File: src/rtl/demux_int_pkg.sv
// Shared definitions for the demux_int block: default queue geometry,
// the pointer-width constant and the destination encoding.
package demux_int_pkg;

  // Default data word width and entries per output queue.
  localparam int DEMUX_INT_WIDTH = 32;
  localparam int DEMUX_INT_DEPTH = 4;

  // Pointer width for a queue of the given power-of-two depth. A depth of 2
  // still needs one pointer bit, so the result never drops below 1.
  function automatic int ptr_width(input int depth);
    return (depth <= 2) ? 1 : $clog2(depth);
  endfunction

  // Pointer width for the default depth.
  localparam int DEMUX_INT_PTR_W = ptr_width(DEMUX_INT_DEPTH);

  // Destination select values carried on in_dest.
  typedef enum logic {
    DEST_PORT1 = 1'b0,
    DEST_PORT2 = 1'b1
  } dest_e;

endpackage

File: src/rtl/demux_int_fifo.sv
// Single output queue of the demux: circular buffer with registered count,
// registered full flag and a head word that reads 0 while the queue is empty.
// A push is refused whenever the registered full flag is set, even if a pop
// happens in the same cycle.
module demux_int_fifo
  import demux_int_pkg::*;
#(
  parameter int DEPTH = DEMUX_INT_DEPTH,
  parameter int WIDTH = DEMUX_INT_WIDTH
) (
  input  logic             i_clk,
  input  logic             i_rst,
  input  logic             i_push,
  input  logic [0:WIDTH-1] i_data,
  input  logic             i_pop,
  output logic [0:WIDTH-1] o_head,
  output logic             o_empty,
  output logic             o_full
);

  localparam int PTR_W = ptr_width(DEPTH);
  localparam int CNT_W = PTR_W + 1;
  localparam logic [CNT_W-1:0] CNT_MAX = CNT_W'(DEPTH);

  logic [PTR_W-1:0] r_wr_ptr;
  logic [PTR_W-1:0] r_rd_ptr;
  logic [CNT_W-1:0] r_count;
  logic             r_full;
  logic [0:WIDTH-1] r_mem [DEPTH];

  logic             w_empty;
  logic             w_push;
  logic             w_pop;
  logic [CNT_W-1:0] w_count_nxt;

  // Qualify requests: pushes only when not full at cycle start, pops only
  // when something is stored (an ack on an empty queue is ignored).
  always_comb begin
    w_empty = (r_count == '0);
    w_push  = i_push & ~r_full;
    w_pop   = i_pop & ~w_empty;
  end

  // Next occupancy; simultaneous push and pop leaves the count unchanged.
  always_comb begin
    w_count_nxt = r_count;
    case ({w_push, w_pop})
      2'b10:   w_count_nxt = r_count + CNT_W'(1);
      2'b01:   w_count_nxt = r_count - CNT_W'(1);
      default: w_count_nxt = r_count;
    endcase
  end

  // Pointers, count and full flag; reset discards all queued words at once.
  always_ff @(posedge i_clk or posedge i_rst) begin
    if (i_rst) begin
      r_wr_ptr <= '0;
      r_rd_ptr <= '0;
      r_count  <= '0;
      r_full   <= 1'b0;
    end else begin
      if (w_push) begin
        r_wr_ptr <= r_wr_ptr + PTR_W'(1);
      end
      if (w_pop) begin
        r_rd_ptr <= r_rd_ptr + PTR_W'(1);
      end
      r_count <= w_count_nxt;
      r_full  <= (w_count_nxt == CNT_MAX);
    end
  end

  // Storage array; contents are never cleared, the head mux hides stale data.
  always_ff @(posedge i_clk) begin
    if (w_push) begin
      r_mem[r_wr_ptr] <= i_data;
    end
  end

  // Head word and status presented to the downstream side.
  always_comb begin
    o_head  = w_empty ? '0 : r_mem[r_rd_ptr];
    o_empty = w_empty;
    o_full  = r_full;
  end

endmodule

File: src/rtl/demux_int.sv
// Two-way demultiplexer with an output queue per destination.
//
// Handshakes: the upstream source holds in_sel/in_dest/in_data stable until
// in_resp is 1; a word transfers on a rising edge where in_resp is 1.
// Downstream N sees out_selN=1 while queue N holds a word and consumes the
// head on a rising edge where out_selN and out_ackN are both 1.
module demux_int
  import demux_int_pkg::*;
#(
  parameter int DEPTH = DEMUX_INT_DEPTH,
  parameter int WIDTH = DEMUX_INT_WIDTH
) (
  input  logic             clock,
  input  logic             reset,
  input  logic [0:WIDTH-1] in_data,
  input  logic             in_sel,
  input  logic             in_dest,
  output logic             in_resp,
  output logic [0:WIDTH-1] out_data1,
  output logic             out_sel1,
  input  logic             out_ack1,
  output logic [0:WIDTH-1] out_data2,
  output logic             out_sel2,
  input  logic             out_ack2,
  output logic [0:1]       out_full
);

  logic             w_full1;
  logic             w_full2;
  logic             w_empty1;
  logic             w_empty2;
  logic             w_target_full;
  logic             w_accept;
  logic             w_push1;
  logic             w_push2;
  logic [0:WIDTH-1] w_head1;
  logic [0:WIDTH-1] w_head2;

  // Acceptance: the addressed queue must not be full at cycle start, and
  // nothing is accepted while reset is held.
  always_comb begin
    w_target_full = (dest_e'(in_dest) == DEST_PORT2) ? w_full2 : w_full1;
    w_accept      = in_sel & ~w_target_full & ~reset;
    w_push1       = w_accept & (dest_e'(in_dest) == DEST_PORT1);
    w_push2       = w_accept & (dest_e'(in_dest) == DEST_PORT2);
  end

  demux_int_fifo #(
    .DEPTH (DEPTH),
    .WIDTH (WIDTH)
  ) u_fifo1 (
    .i_clk   (clock),
    .i_rst   (reset),
    .i_push  (w_push1),
    .i_data  (in_data),
    .i_pop   (out_ack1),
    .o_head  (w_head1),
    .o_empty (w_empty1),
    .o_full  (w_full1)
  );

  demux_int_fifo #(
    .DEPTH (DEPTH),
    .WIDTH (WIDTH)
  ) u_fifo2 (
    .i_clk   (clock),
    .i_rst   (reset),
    .i_push  (w_push2),
    .i_data  (in_data),
    .i_pop   (out_ack2),
    .o_head  (w_head2),
    .o_empty (w_empty2),
    .o_full  (w_full2)
  );

  // Output mapping; out_full bit 0 is queue 1, bit 1 is queue 2.
  always_comb begin
    in_resp   = w_accept;
    out_data1 = w_head1;
    out_sel1  = ~w_empty1;
    out_data2 = w_head2;
    out_sel2  = ~w_empty2;
    out_full  = {w_full1, w_full2};
  end

endmodule

File: config.mk
export PLATFORM = sky130hd
export DESIGN_NAME = demux_int
export DESIGN_NICKNAME = d
export VERILOG_FILES = /design/src/rtl/demux_int_pkg.sv /design/src/rtl/demux_int_fifo.sv /design/src/rtl/demux_int.sv
export SDC_FILE = /design/constraint.sdc
export NUM_CORES = 1
export LEC_CHECK = 0
export CORE_UTILIZATION = 45
export CTS_CLUSTER_SIZE = 28
export DETAILED_ROUTE_END_ITERATION = 8
export HOLD_SLACK_MARGIN = 0.12
export PLACE_DENSITY = 0.66
export SETUP_SLACK_MARGIN = 0.15
export SKIP_LAST_GASP = 1
export SLEW_MARGIN = 20
export SYNTH_ARGS = -nofsm -noshare
export SYNTH_HDL_FRONTEND = slang
export SYNTH_HIERARCHICAL = 1
export SYNTH_SLANG_ARGS = --single-unit
File: constraint.sdc
create_clock -name clock -period 3.2 [get_ports clock]
set_input_delay 0.64 -clock clock [delete_from_list [all_inputs] [get_ports clock]]
set_output_delay 0.64 -clock clock [all_outputs]
set_load 0.01 [all_outputs]
==> run_results.csv, run 1 <==
group,metric,value,unit
final_layout,fin_util,58.0,%
power_and_ir_drop,ir_worst_vdd,0.000471,V
sta,min_period,3.06,ns
sta,clock_skew,0.00777,ns
clocking,cts_tree,"done",
sta,hold_viol_final,0,
synthesis,synth_area,10700,um2
final_layout,finalNonFillerCells,974,
floorplanning,start_util,46.5,%
global_route,grt_max_degree,36,
floorplanning,dieArea,24300,um2
routing,routedWlPerCell,21.1,um
global_route,overflow,0,
sta,period_share,95.5,%
place,post-place-ws,0.0613,ns
routing,dr.pass1.iters,4,
clocking,cts-buffers-inserted,27,
place,postPlaceCellArea,12200,um2
place,routabilityCongestion,0.699,
routing,antenna_left,0,
synthesis,synth_top_flop_cell,"edfxtp_1",
sta,max_freq,0.327,GHz
place,io_buffers,106,
synthesis,synth_commonest_cells,"256 x edfxtp_1, 69 x nor2b_1, 64 x mux4_2, 16 x dfrtp_1, 16 x inv_1",
floorplanning,num_io_pins,107,
worst_setup_path,cp_slowest_stage_delay,0.54,ns
routing,viasPerCell,5.17,
sta,slew_headroom,66.5,%
place,dp_hpwl,11600,um
synthesis,ys_async_sr_fraction,5.88,%
final_layout,synthToLayoutAreaGrowth,24.8,%
synthesis,synth_top_area_cell,"edfxtp_1",
floorplanning,die_w,156,um
clocking,clk_pin_slew,0.06,ns
clocking,cts_sinks,272,
sta,tightest_slew,0.502,ns
sta,setup_slack,0.144,ns
clocking,htree_levels,1,
worst_setup_path,cp-start-kind,"register",
worst_setup_path,slowest_stage,"dfrtp_4",
floorplanning,coreArea,22900,um2
global_route,antenna_found_initial,1,
run,maxCapViolCount,0,
worst_setup_path,end_kind,"output pin",
worst_setup_path,crit_fanout,9,
worst_setup_path,cp_data_required_time,2.56,ns
worst_setup_path,path_class,"register to output pin",
synthesis,synth_edf_count,256,
routing,drtIter0Drc,255,
synthesis,synth_cell_types,25,
sta,fin_tns_setup,0,ns
power_and_ir_drop,p_total,11.5,mW
clocking,clock-root-buffer,"clkbuf_16",
synthesis,synth_top_area_share,72.2,%
hold_path,holdCritPathClass,"input port to async pin",
clocking,clk_latency,0.51,ns
worst_setup_path,cp_num_buf_inv,2,
synthesis,synth_most_common_cell,"edfxtp_1",
routing,dr_total_vias,5039,
clocking,cts_buffer_depth,3,
worst_setup_path,critPathTopFamily,"buffers and inverters",
synthesis,synth_area_per_cell,21.3,um2
clocking,holdBufCountCts,0,
global_route,grt_pass1_vias,5385,
synthesis,ys_top_cells_by_area,"edfxtp_1 72%, mux4_2 14%, nor2b_1 4.1%, dfrtp_1 3.8%, ha_1 1.2%",
sta,rsz0062_at_grt,"yes",
sta,finalSetupViolCount,0,
final_layout,drive_above_1_share,22.7,%
floorplanning,die_y,156,um
synthesis,ys_warn_count,6,
power_and_ir_drop,p_leak,4.58,nW
routing,drc_errors,0,
worst_setup_path,crit_arrival,2.42,ns
final_layout,final_nets,690,
final_layout,fin_area,13300,um2
power_and_ir_drop,p_per_area,867,nW/um2
synthesis,ys_seq_elements,272,
global_route,grt_pass1_wl,31500,um
synthesis,synth_seq_area_share,75.9,%
global_route,grtUsageTotal,17.6,%
floorplanning,fp-row-count,55,
place,dp.cells,912,
worst_setup_path,path_cells,"clkbuf_16 > mux4_2 > nor2b_1 > clkdlybuf4s50_1",
routing,wirelength,20600,um
synthesis,synthCells,501,
synthesis,synth_fp_nets,551,
sta,hold_slack,0.461,ns
status,status,"completed",
sta,drv_slew,0,
## layout by cell type, fill, tap and decap left out, types with 10 or more instances in the layout
cell               n
inv_1             16
ha_1              10
mux4_2            64
dfrtp_1           12
edfxtp_1         256
dlymetal6s2s_1    16
clkbuf_16         28
buf_4             14
nor2b_1           65
buf_12            12
clkdlybuf4s50_1   90
## routing by layer
| layer | part of all wire [%] | GRT usage [%] | routed length [um] | up-vias |
|---|---|---|---|---|
| li1 | - | - | - | 2245 |
| met1 | 42 | 23.2 | 8640 | 2636 |
| met2 | 51 | 30.7 | 10500 | 134 |
| met3 | 5.6 | 3.14 | 1150 | 24 |
| met4 | 1.3 | 3.50 | 262 | 0 |
| met5 | 0 | 0 | 0 | - |
## final cells by class
type,instances,area (um2)
fill,1645,9620
timing repair buffer,136,1530
multi-input combinational,187,2360
antenna,1,2.50
sequential,272,8100
clock buffer,33,698
inverter,16,60.1
tap,313,392
clock inverter,16,149
## registers in the layout, indices dropped and copies added, names as in the netlist
signal,count
u_fifo1/r_wr_ptr,2
u_fifo1/r_rd_ptr,2
u_fifo1/r_count,3
u_fifo2/o_full,1
u_fifo1/o_full,1
u_fifo2/r_wr_ptr,2
u_fifo2/r_mem,128
u_fifo2/r_count,3
u_fifo1/r_mem,128
u_fifo2/r_rd_ptr,2
## logic make-up (layout without fill, tap and decap cells)
kind of cell | Yosys count | in the layout | share of synthesized area (%)
flops | 272 | 272 | 75.9
xor+xnor | 10 | 10 | 0.822
mux | 66 | 66 | 13.7
compound gates | 7 | 7 | 0.446
other cells | 0 | 1 | 0
fa+ha+maj | 12 | 12 | 1.55
buf+inv | 42 | 201 | 2.19
simple gates | 92 | 92 | 5.33
## repair_timing
item / CTS / global route
gates cloned: 1 / 1
resized for setup: 4 / 24
setup endpoints to repair: 52 / 59
setup buffers: 1 / 9
## path summary, 6_finish.rpt
kind / startpoint / cells past startpoint / slack (ns) / endpoint
worst min register to register: u_fifo2/r_count[0]$_DFF_PP0_ / 1 / 0.59 / u_fifo2/r_count[0]$_DFF_PP0_
worst max register to register: u_fifo2/r_count[0]$_DFF_PP0_ / 9 / 0.69 / u_fifo2/o_full$_DFF_PP0_
worst min-delay path: reset / 2 / 0.46 / u_fifo1/r_count[1]$_DFF_PP0_
min in group clock: u_fifo2/r_count[0]$_DFF_PP0_ / 1 / 0.59 / u_fifo2/r_count[0]$_DFF_PP0_
worst max-delay path: u_fifo1/r_rd_ptr[0]$_DFFE_PP0P_ / 4 / 0.14 / out_data1[26]
max in group asynchronous: reset / 2 / 2.42 / u_fifo2/r_rd_ptr[1]$_DFFE_PP0P_
## report_power, final
part	switching (mW)	total (mW)	leakage (nW)	internal (mW)
combinational	1.76	4.09	1.66	2.34
sequential	0.250	4.43	2.50	4.18
clock	1.22	3.00	0.413	1.78
(Power assumes the default switching activity.)
==> run 2, diff against run 1 <==
CORE_UTILIZATION = 28   (was 45)
PLACE_DENSITY = 0.46   (was 0.66)
==> run 2 against run 1 <==
Power rose by 5.9%. Sequential share of layout area fell by 2.1 points. Worst setup slack improved by 0.0094 ns. Wire length rose by 19%. Core utilization fell by 21 points. Clock skew rose by 0.0074 ns. Largest power group is now combinational logic.
==> run_results.csv, run 2 (synthesis gave the netlist of run 1 again) <==
group,metric,value,unit
floorplanning,die_w,197,um
place,postPlaceCellArea,12500,um2
final_layout,multi_input_area,2350,um2
final_layout,fin_area,13800,um2
sta,rsz0062_at_grt,"yes",
place,routabilityCongestion,0.641,
global_route,grtUsageTotal,12.7,%
sta,hold_slack,0.443,ns
routing,viasPerCell,4.34,
worst_setup_path,regToRegSetupSlack,0.68,ns
clocking,clock-root-buffer,"clkbuf_16",
global_route,grt_max_degree,33,
final_layout,final_nets,701,
sta,tightest_slew,0.342,ns
worst_setup_path,crit_fanout,8,
routing,drc_errors,0,
floorplanning,fp-row-count,71,
floorplanning,num_io_pins,107,
sta,period_share,95.2,%
worst_setup_path,crit_arrival,2.41,ns
final_layout,top_regs,"u_fifo1/r_mem (128), u_fifo2/r_mem (128)",
global_route,grt_pass1_wl,36300,um
power_and_ir_drop,p_leak,4.74,nW
floorplanning,start_util,28.3,%
sta,setup_slack,0.154,ns
sta,fin_tns_setup,0,ns
global_route,overflow,0,
clocking,cts_tree,"done",
power_and_ir_drop,p_total,12.2,mW
place,dp.cells,1112,
routing,drtIter0Drc,183,
worst_setup_path,slowest_stage,"mux4_2",
worst_setup_path,cp_slowest_stage_delay,0.50,ns
sta,max_freq,0.328,GHz
global_route,grt_pass1_vias,5762,
clocking,clk_pin_slew,0.06,ns
floorplanning,die_y,197,um
final_layout,fillers,3459,
final_layout,synthToLayoutAreaGrowth,29.2,%
clocking,htree_levels,1,
power_and_ir_drop,ir_worst_vdd,0.000415,V
status,status,"completed",
final_layout,finalNonFillerCells,1181,
hold_path,holdCritPathClass,"input port to async pin",
routing,dr_total_vias,5131,
worst_setup_path,end_kind,"output pin",
global_route,antenna_found_initial,2,
clocking,cts_sinks,272,
final_layout,drive_above_1_share,23.9,%
clocking,cts_buffer_depth,3,
routing,wirelength,24400,um
clocking,holdBufCountCts,0,
clocking,clk_latency,0.55,ns
place,dp_hpwl,14100,um
final_layout,layout_common_cells,"256 x edfxtp_1, 85 x clkdlybuf4s50_1, 68 x nor2b_1",
place,post-place-ws,0.0883,ns
final_layout,ff_latch_area,8100,um2
sta,hold_viol_final,0,
power_and_ir_drop,p_per_area,887,nW/um2
sta,drv_slew,0,
sta,slew_headroom,77.2,%
routing,antenna_left,0,
routing,routedWlPerCell,20.7,um
sta,min_period,3.05,ns
floorplanning,dieArea,38800,um2
worst_setup_path,cp-start-kind,"register",
sta,clock_skew,0.0152,ns
final_layout,mostFrequentLayoutCell,"edfxtp_1",
clocking,cts-buffers-inserted,30,
run,maxCapViolCount,0,
place,io_buffers,106,
routing,dr.pass1.iters,4,
floorplanning,coreArea,37600,um2
worst_setup_path,path_class,"register to output pin",
final_layout,fin_util,36.6,%
worst_setup_path,path_cells,"buf_12 > buf_16 > mux4_2 > nor2b_1 > clkdlybuf4s50_1",
worst_setup_path,cp_data_required_time,2.56,ns
sta,finalSetupViolCount,0,
==> run 2: cell type report <==
class | instances | share of cell area (%)
flip-flops and latches | 272 | 58.8
multi-input cells | 187 | 17.1
repair buffers | 144 | 11.9
clock buffers | 37 | 5.64
well taps | 511 | 4.65
clock inverters | 13 | 1.47
inverters | 16 | 0.436
diodes | 1 | 0.0182
==> run 2: where the power goes <==
part	internal, mW	switching [mW]	leakage, nW
Sequential	4.18	0.181	2.50
Combinational	2.42	1.99	1.76
Clock	2.11	1.33	0.478
==> run 2: worst max-delay path: cells and delay by family (launching register included) <==
family / cells / cell delay [ns]
simple gates: 1 / 0.15
flops: 1 / 0.41
buf+inv: 3 / 0.78
mux: 1 / 0.50
==> run 2: timing repair <==
action	in CTS	in global routing
cloned	1	2
endpoints found under the setup margin	64	55
setup buffers	10	5
pin swaps	0	0
gates resized for setup	10	21
==> run 2: per-layer routing <==
metal / track usage [%] / up-vias / routed length [um]
li1: - / 2271 / -
met2: 22.0 / 100 / 12200
met5: 0 / - / 11
met4: 2.87 / 2 / 458
met1: 16.3 / 2721 / 10600
met3: 2.60 / 37 / 1090
==> run 2: path summary, 6_finish.rpt <==
check | cells past startpoint | endpoint | from
max in group asynchronous | 2 | u_fifo2/r_rd_ptr[1]$_DFFE_PP0P_ | reset
min in group clock | 1 | u_fifo2/r_count[0]$_DFF_PP0_ | u_fifo2/r_count[0]$_DFF_PP0_
worst min register to register | 1 | u_fifo2/r_count[0]$_DFF_PP0_ | u_fifo2/r_count[0]$_DFF_PP0_
worst max register to register | 9 | u_fifo1/o_full$_DFF_PP0_ | u_fifo1/r_count[0]$_DFF_PP0_
worst max-delay path | 5 | out_data2[21] | u_fifo2/r_rd_ptr[0]$_DFFE_PP0P_
worst min-delay path | 2 | u_fifo1/o_full$_DFF_PP0_ | reset
==> run 3, diff against run 2 <==
TNS_END_PERCENT = 20   (was not set)
==> run 3 against run 2 <==
Sequential cell count stayed put. Final cell count is 0.51% lower. Combinational power is 1% lower. Critical path type unchanged. Wire length is 1.1% lower. Largest power group unchanged. Sequential power hardly changed. Critical path depth stayed put.
==> run_results.csv, run 3 (synthesis gave the netlist of run 1 again) <==
group,metric,value,unit
final_layout,final_nets,695,
floorplanning,dieArea,38800,um2
routing,met2_length,12000,um
clocking,clk_latency,0.55,ns
worst_setup_path,cp_data_required_time,2.56,ns
sta,tightest_slew,0.342,ns
place,dp.cells,1112,
floorplanning,fp-row-count,71,
final_layout,synthToLayoutAreaGrowth,28.4,%
sta,max_freq,0.327,GHz
final_layout,drive_above_1_share,23.2,%
routing,dr_total_vias,5087,
routing,antenna_left,0,
final_layout,fillers,3467,
worst_setup_path,slowest_stage,"mux4_2",
place,routabilityCongestion,0.641,
final_layout,ff_latch_area,8100,um2
global_route,overflow,0,
place,postPlaceCellArea,12500,um2
sta,period_share,95.7,%
power_and_ir_drop,p_per_area,888,nW/um2
global_route,grt_pass1_wl,36300,um
power_and_ir_drop,ir_worst_vdd,0.000415,V
floorplanning,die_y,197,um
final_layout,layout_common_cells,"256 x edfxtp_1, 96 x clkdlybuf4s50_1, 68 x nor2b_1",
worst_setup_path,cp-start-kind,"register",
routing,wl_met3,1050,um
worst_setup_path,end_kind,"output pin",
worst_setup_path,critPathTopFamily,"buffers and inverters",
place,post-place-ws,0.0883,ns
routing,viasPerCell,4.33,
final_layout,finalNonFillerCells,1175,
sta,drv_slew,0,
clocking,cts_tree,"done",
floorplanning,coreArea,37600,um2
routing,dr.pass1.iters,4,
sta,clock_skew,0.0154,ns
sta,hold_viol_final,0,
worst_setup_path,path_cells,"buf_12 > clkbuf_16 > mux4_2 > nor2b_1 > clkdlybuf4s50_1",
worst_setup_path,reg2regPathDepth,9,
sta,slew_headroom,77.2,%
final_layout,fin_area,13700,um2
sta,fin_tns_setup,0,ns
floorplanning,num_io_pins,107,
routing,drc_errors,0,
global_route,grt_pass1_vias,5762,
routing,routedWlPerCell,20.6,um
routing,wirelength,24200,um
routing,wl_met1,10600,um
clocking,cts_buffer_depth,3,
clocking,htree_levels,1,
sta,rsz0062_at_grt,"yes",
place,dp_hpwl,14100,um
sta,finalSetupViolCount,0,
floorplanning,die_w,197,um
worst_setup_path,path_class,"register to output pin",
clocking,cts_sinks,272,
final_layout,mostFrequentLayoutCell,"edfxtp_1",
sta,setup_slack,0.139,ns
worst_setup_path,crit_fanout,8,
clocking,cts-buffers-inserted,30,
worst_setup_path,cp_num_buf_inv,3,
global_route,antenna_found_initial,2,
floorplanning,start_util,28.3,%
clocking,holdBufCountCts,0,
global_route,grt_max_degree,33,
final_layout,multi_input_area,2350,um2
run,maxCapViolCount,0,
hold_path,holdCritPathClass,"input port to async pin",
clocking,clk_pin_slew,0.06,ns
place,io_buffers,106,
sta,min_period,3.06,ns
worst_setup_path,cp_num_cells,5,
routing,drtIter0Drc,155,
clocking,clock-root-buffer,"clkbuf_16",
worst_setup_path,cp_slowest_stage_delay,0.49,ns
sta,hold_slack,0.443,ns
final_layout,top_regs,"u_fifo1/r_mem (128), u_fifo2/r_mem (128)",
status,status,"completed",
global_route,grtUsageTotal,12.7,%
worst_setup_path,crit_arrival,2.42,ns
routing,top_layer_used,"met5",
power_and_ir_drop,p_leak,4.59,nW
## run 3: changes by cell type in the layout (fill, tap and decap cells not counted), sizes merged
cell | previous run | this run
buf | 36 | 31
dlymetal6s2s | 21 | 10
clkdlybuf4s50 | 85 | 96
clkbuf | 39 | 38
## run 3: per-stage QoR
stage / util [%] / power (mW)
6_report: 36.4 / 12.1
5_1_grt: 36.4 / 12.8
3_3_place_gp: 33.2 / 8.53
2_1_floorplan: - / 6.64
4_1_cts: 36.3 / 12.4
3_5_place_dp: 33.2 / 8.61
## run 3: final cells by class
type	count	share of cell area (%)
Sequential cell	272	59.2
Multi-Input combinational cell	187	17.2
Timing Repair Buffer	138	11.3
Clock buffer	37	5.68
Tap cell	511	4.68
Clock inverter	13	1.48
Inverter	16	0.439
Antenna cell	1	0.0183
## run 3: worst paths after layout
check	startpoint	endpoint	slack, ns
setup / recovery	u_fifo2/r_rd_ptr[0]$_DFFE_PP0P_	out_data2[15]	0.14
hold / removal	reset	u_fifo1/o_full$_DFF_PP0_	0.44
setup reg to reg	u_fifo1/r_count[0]$_DFF_PP0_	u_fifo1/o_full$_DFF_PP0_	0.68
hold reg to reg	u_fifo2/r_count[0]$_DFF_PP0_	u_fifo2/r_count[0]$_DFF_PP0_	0.61
max in group asynchronous	reset	u_fifo2/r_rd_ptr[1]$_DFFE_PP0P_	2.47
min in group clock	u_fifo2/r_count[0]$_DFF_PP0_	u_fifo2/r_count[0]$_DFF_PP0_	0.61
## run 3: what timing repair did
| item | CTS | global route |
|---|---|---|
| setup buffers | 10 | 0 |
| gates resized for setup | 10 | 10 |
| setup endpoints to repair | 64 | 55 |
| gates cloned | 1 | 1 |
## run 3: where the power goes
| part | internal (mW) | switching (mW) |
|---|---|---|
| Combinational | 2.38 | 1.98 |
| Sequential | 4.18 | 0.173 |
| Clock | 2.11 | 1.32 |
| Total | 8.67 | 3.47 |
## run 3: per-layer routing
layer	vias to the layer above	global-route usage [%]
met5	-	0
li1	2258	-
met3	37	2.60
met1	2690	16.3
met2	100	22.0
met4	2	2.87
